[config.mk]
export PLATFORM = sky130hd
export DESIGN_NAME = vga_scan
export DESIGN_NICKNAME = d
export VERILOG_FILES = /design/src/rtl/vga_pkg.sv /design/src/rtl/pixel_div.sv /design/src/rtl/vga_scan.sv
export SDC_FILE = /design/constraint.sdc
export NUM_CORES = 1
export LEC_CHECK = 0
export CAP_MARGIN = 20
export CORE_MARGIN = 2
export CORE_UTILIZATION = 45
export CTS_CLUSTER_SIZE = 20
export DETAILED_ROUTE_END_ITERATION = 10
export GPL_ROUTABILITY_DRIVEN = 1
export PLACE_DENSITY = 0.68
export SYNTH_ARGS = -nofsm -noshare
export SYNTH_HDL_FRONTEND = slang
export SYNTH_SLANG_ARGS = --single-unit
[constraint.sdc]
create_clock -name clk -period 2.98 [get_ports clk]
set_input_delay 0.596 -clock clk [delete_from_list [all_inputs] [get_ports clk]]
set_output_delay 0.596 -clock clk [all_outputs]
set_load 0.03 [all_outputs]
[src/rtl/vga_pkg.sv]
// Shared timing defaults, derived totals and coordinate type for the raster scan and renderers.
package vga_pkg;

  localparam int unsigned ClkDivDef   = 4;
  localparam int unsigned HVisibleDef = 640;
  localparam int unsigned HFpDef      = 16;
  localparam int unsigned HSyncDef    = 96;
  localparam int unsigned HBpDef      = 48;
  localparam int unsigned VVisibleDef = 480;
  localparam int unsigned VFpDef      = 10;
  localparam int unsigned VSyncDef    = 2;
  localparam int unsigned VBpDef      = 33;
  localparam int unsigned SyncPolDef  = 0;

  localparam int unsigned HTotalDef = HVisibleDef + HFpDef + HSyncDef + HBpDef;
  localparam int unsigned VTotalDef = VVisibleDef + VFpDef + VSyncDef + VBpDef;

  typedef logic [9:0] coord_t;

  // True when lo <= v < hi.
  function automatic logic in_range(coord_t v, int unsigned lo, int unsigned hi);
    return (32'(v) >= lo) && (32'(v) < hi);
  endfunction

endpackage

[src/rtl/pixel_div.sv]
// Clock-enable divider producing one pixel_tick every CLK_DIV clocks; holds its count while en is low.
module pixel_div
  import vga_pkg::*;
#(
  parameter int unsigned CLK_DIV = ClkDivDef
) (
  input  logic clk,
  input  logic rst_n,
  input  logic en_i,
  output logic pixel_tick_o
);

  // Four bits cover the full 1..16 divide range.
  localparam logic [3:0] DivMax = 4'(CLK_DIV - 1);

  logic [3:0] div_q, div_d;

  assign pixel_tick_o = en_i && (div_q == DivMax);

  always_comb begin
    div_d = div_q;
    if (en_i) begin
      div_d = (div_q == DivMax) ? 4'd0 : div_q + 4'd1;
    end
  end

  always_ff @(posedge clk or negedge rst_n) begin
    if (!rst_n) begin
      div_q <= 4'd0;
    end else begin
      div_q <= div_d;
    end
  end

endmodule

[src/rtl/vga_scan.sv]
// 640x480@60 raster scan: x/y counters, registered sync/video decode and line/frame strobes.
// Optional 8-bit frame counter is built when VGA_SCAN_FRAME_CNT_EN is defined.
module vga_scan
  import vga_pkg::*;
#(
  parameter int unsigned CLK_DIV   = ClkDivDef,
  parameter int unsigned H_VISIBLE = HVisibleDef,
  parameter int unsigned H_FP      = HFpDef,
  parameter int unsigned H_SYNC    = HSyncDef,
  parameter int unsigned H_BP      = HBpDef,
  parameter int unsigned V_VISIBLE = VVisibleDef,
  parameter int unsigned V_FP      = VFpDef,
  parameter int unsigned V_SYNC    = VSyncDef,
  parameter int unsigned V_BP      = VBpDef,
  parameter int unsigned SYNC_POL  = SyncPolDef
) (
  input  logic   clk,
  input  logic   rst_n,
  input  logic   en,
  output coord_t x,
  output coord_t y,
  output logic   video_on,
  output logic   hsync,
  output logic   vsync,
  output logic   pixel_tick,
  output logic   line_start,
  output logic   frame_start
`ifdef VGA_SCAN_FRAME_CNT_EN
  ,
  output logic [7:0] frame_cnt
`endif
);

  localparam int unsigned HTotal   = H_VISIBLE + H_FP + H_SYNC + H_BP;
  localparam int unsigned VTotal   = V_VISIBLE + V_FP + V_SYNC + V_BP;
  localparam coord_t      XMax     = coord_t'(HTotal - 1);
  localparam coord_t      YMax     = coord_t'(VTotal - 1);
  localparam int unsigned HSyncLo  = H_VISIBLE + H_FP;
  localparam int unsigned HSyncHi  = HSyncLo + H_SYNC;
  localparam int unsigned VSyncLo  = V_VISIBLE + V_FP;
  localparam int unsigned VSyncHi  = VSyncLo + V_SYNC;
  localparam logic        SyncAct  = SYNC_POL[0];

  logic   tick;
  coord_t x_q, x_d, y_q, y_d;
  logic   video_on_q, video_on_d;
  logic   hsync_q, hsync_d;
  logic   vsync_q, vsync_d;
  logic   line_start_q, line_start_d;
  logic   frame_start_q, frame_start_d;

  pixel_div #(
    .CLK_DIV(CLK_DIV)
  ) u_pixel_div (
    .clk         (clk),
    .rst_n       (rst_n),
    .en_i        (en),
    .pixel_tick_o(tick)
  );

  // Decode from the next coordinate so the registered levels line up with x/y.
  always_comb begin
    x_d = x_q;
    y_d = y_q;
    if (tick) begin
      if (x_q == XMax) begin
        x_d = '0;
        y_d = (y_q == YMax) ? '0 : y_q + 10'd1;
      end else begin
        x_d = x_q + 10'd1;
      end
    end
    video_on_d    = in_range(x_d, 0, H_VISIBLE) && in_range(y_d, 0, V_VISIBLE);
    hsync_d       = in_range(x_d, HSyncLo, HSyncHi) ? SyncAct : ~SyncAct;
    vsync_d       = in_range(y_d, VSyncLo, VSyncHi) ? SyncAct : ~SyncAct;
    line_start_d  = tick && (x_d == '0);
    frame_start_d = line_start_d && (y_d == '0);
  end

  always_ff @(posedge clk or negedge rst_n) begin
    if (!rst_n) begin
      x_q           <= XMax;
      y_q           <= YMax;
      video_on_q    <= 1'b0;
      hsync_q       <= ~SyncAct;
      vsync_q       <= ~SyncAct;
      line_start_q  <= 1'b0;
      frame_start_q <= 1'b0;
    end else begin
      x_q           <= x_d;
      y_q           <= y_d;
      video_on_q    <= video_on_d;
      hsync_q       <= hsync_d;
      vsync_q       <= vsync_d;
      line_start_q  <= line_start_d;
      frame_start_q <= frame_start_d;
    end
  end

  assign x           = x_q;
  assign y           = y_q;
  assign video_on    = video_on_q;
  assign hsync       = hsync_q;
  assign vsync       = vsync_q;
  assign pixel_tick  = tick;
  // Strobes are masked while the scan is frozen.
  assign line_start  = line_start_q && en;
  assign frame_start = frame_start_q && en;

`ifdef VGA_SCAN_FRAME_CNT_EN
  logic [7:0] frame_cnt_q, frame_cnt_d;

  always_comb begin
    frame_cnt_d = frame_cnt_q;
    if (frame_start_d) begin
      frame_cnt_d = frame_cnt_q + 8'd1;
    end
  end

  always_ff @(posedge clk or negedge rst_n) begin
    if (!rst_n) begin
      frame_cnt_q <= 8'd0;
    end else begin
      frame_cnt_q <= frame_cnt_d;
    end
  end

  assign frame_cnt = frame_cnt_q;
`endif

endmodule
==> flow_summary.toml <==
[min_path]
min-delay-start = "u_pixel_div.div_q[3]$_DFFE_PN0P_"
holdPathEnd = "u_pixel_div.div_q[3]$_DFFE_PN0P_"
hold_path.class = "reg -> reg"
whs_path_depth = 1

[global_route]
grt_pass1_vias = 1352
grt_first_pass_wirelength_mm = 6.49
antenna_found_initial = 0
overflow = 0
grt_max_degree = 30
grt_usage_pct = 20.6

[floorplanning]
dieWidth_um = 64.1
rows = 21
die_h_um = 64.1
die_area_mm2 = 0.00410
core_mm2 = 0.00339
io_pins = 29
initial_core_util_pct = 47.9

[yosys]
ys.flop_type = "dfrtp_1"
yosysTopAreaCell = "dfrtp_1"
synth_cell_types = 41
synth_top_cells_by_area = "dfrtp_1 26%, dfstp_2 19%, nand2_1 4.6%"
syn_nets = 178
synthArstFlopShare_pct = 100
avgSynthCellArea_um2 = 9.49
synth_top_area_share_pct = 26.2
synthCells = 171
synth.yosys.seq_area_share_pct = 45.6
synth_warnings = 0
synth-edff-count = 0
syn_area_mm2 = 0.00162
synth_seq_cells = 29

[worst_setup_path]
crit_family = "simple AND/OR/NAND/NOR gates"
crit_type = "reg -> reg"
cp_cell_sequence = "ha_1 > nand2_1 > or4_4 > nor4_4 > xnor2_1 > nor4_2 > nand4b_1"
reg2reg_depth = 7
worstPathArrival_ns = 2.93
timing.rr.end = "vsync$_DFF_PN1_"
crit-reg2reg-launch = "x[0]$_DFF_PN1_"
crit_path_end_kind = "register"
crit_cells = 7
path_buf_inv = 0
critPathMaxStageDelay_ns = 0.61
startpoint_type = "register"
critPathMaxFanout = 8
slowest_stage = "dfstp_2"
required_ns = 3.24
r2r_slack_ns = 0.31

[timing]
setup-violations-final = 0
fin_tns_setup_ns = 0
finalCriticalPeriod_ns = 2.67
fin_crit_sh_pct = 89.8
hold_viol_final = 0
worst_pin_slew_ns = 0.425
fmax_mhz = 374
slew_headroom_pct = 71.3
slew_violations = 0
layout_setup_ws_ns = 0.305
clock_skew_ns = 0.0140
grt_setup_unrepaired = "no"

[placed_design]
hpwl_mm = 2.75
place_inst = 250
port_buffers = 28
dpl_worst_slack_ns = -0.0312
gp_congestion = 0.892
dpl_cell_area_mm2 = 0.00201

[clock_network]
clkTransAtPathRegs_ns = 0.11
tritoncts = "yes"
cts_root_buf = "clkbuf_4"
clock_sinks = 29
ctsHoldBuffers = 0
htree_num_levels = 2
clock_path_buffers = 2
cts-resized-gates = 0
postCtsSetupBuffers = 0
insertion_delay_ns = 0.33
cts_buffers = 5

[route]
num_vias = 1437
first_pass_iters = 4
detail_route.iter0.violations = 88
antenna_left = 0
routedWlPerCell_um = 14.6
via_per_inst = 5.57
wl_mm = 3.77
remaining_drc_errors = 0

[finish]
layout_commonest_cell = "clkdlybuf4s50_1"
drive_above_1_share_pct = 18.4
instances_no_fill = 258
nNetsFinal = 218
final_area_mm2 = 0.00206
area_delta_synth_final_pct = 27.2
final_cell_mix = "27 x clkdlybuf4s50_1, 20 x nand2_1, 17 x dfrtp_1"
diodes = 0

[pwr]
switching_share_pct = 35.6
clockPowerShare_pct = 23.7
switchingPower_uw = 356
powerDensity_mw_per_mm2 = 484
leakage_uw = 0.000876
p_seq_share_pct = 49.6
p_int_uw = 644
ir_drop_mv = 0.352
p_comb_share_pct = 26.7

[status]
outcome = "completed"

[job]
timing.max_cap.violations = 0
==> sequential cells by signal, summed over array words and instances (netlist names) <==
| name | cells |
|---|---|
| frame_start_q | 1 |
| hsync | 1 |
| line_start_q | 1 |
| u_pixel_div.div_q | 4 |
| video_on | 1 |
| vsync | 1 |
| x | 10 |
| y | 10 |
==> per-layer routing <==
layer | wire [um] | share of wire, % | GRT usage, %
met1 | 1790 | 48 | 28.4
met2 | 1710 | 45 | 30.7
met3 | 189 | 5.0 | 5.11
met4 | 76 | 2.0 | 8.42
met5 | 0 | 0 | 0
==> final cells by class <==
class / count / area (um^2)
multi-input cells: 123 / 810
clock inverters: 3 / 17.5
well taps: 46 / 57.6
flip-flops and latches: 29 / 741
fillers: 287 / 1330
inverters: 15 / 56.3
repair buffers: 37 / 345
clock buffers: 5 / 37.5
==> cells in the mapped netlist, drive strengths merged, types with 3 or more instances <==
cell	count
inv	15
nand4	10
dfstp	12
a211oi	5
xor2	4
nor3	10
dfrtp	17
ha	4
and2	3
or3	3
o21ai	7
nor4	5
nor2	11
nand2	20
xnor2	8
nand3	7
mux2	3
clkbuf	3
==> worst max-delay path by stage <==
stage	slack, ns	end	from
final	0.31	vsync$_DFF_PN1_	x[0]$_DFF_PN1_
after floorplan	0.38	frame_start_q$_DFF_PN0_	x[5]$_DFF_PN0_
after detailed placement	-0.03	frame_start_q$_DFF_PN0_	en
after global placement	0.06	frame_start_q$_DFF_PN0_	en
after global routing	0.11	vsync$_DFF_PN1_	x[0]$_DFF_PN1_
after CTS	0.28	video_on$_DFF_PN0_	x[0]$_DFF_PN1_
==> power groups by stage <==
stage | registers, uW | clock network, uW | logic, uW
4_1_cts | 495 | 251 | 269
6_report | 496 | 238 | 267
2_1_floorplan | 533 | 0 | 129
3_5_place_dp | 501 | 0 | 269
3_3_place_gp | 499 | 0 | 259
5_1_grt | 506 | 269 | 301
==> through the flow <==
| stage | hold slack [ns] | util, % | power [uW] |
|---|---|---|---|
| 2_1_floorplan | 0.300 | - | 661 |
| 6_report | 0.525 | 60.9 | 1000 |
| 4_1_cts | 0.514 | 60.9 | 1010 |
| 5_1_grt | 0.540 | 60.9 | 1080 |
| 3_5_place_dp | 0.496 | 59.3 | 770 |
| 3_3_place_gp | 0.479 | 59.3 | 758 |
==> cells by family after synthesis <==
family	Yosys count	synth area share, %
AO/OA/AOI/OAI	24	10.2
XOR/XNOR	12	6.48
adder cells (fa/ha/maj)	4	3.08
buffers and inverters	19	4.47
flip-flops	29	45.6
multiplexers	3	2.08
AND/OR/NAND/NOR	80	28.1
(Power assumes the default switching activity.)
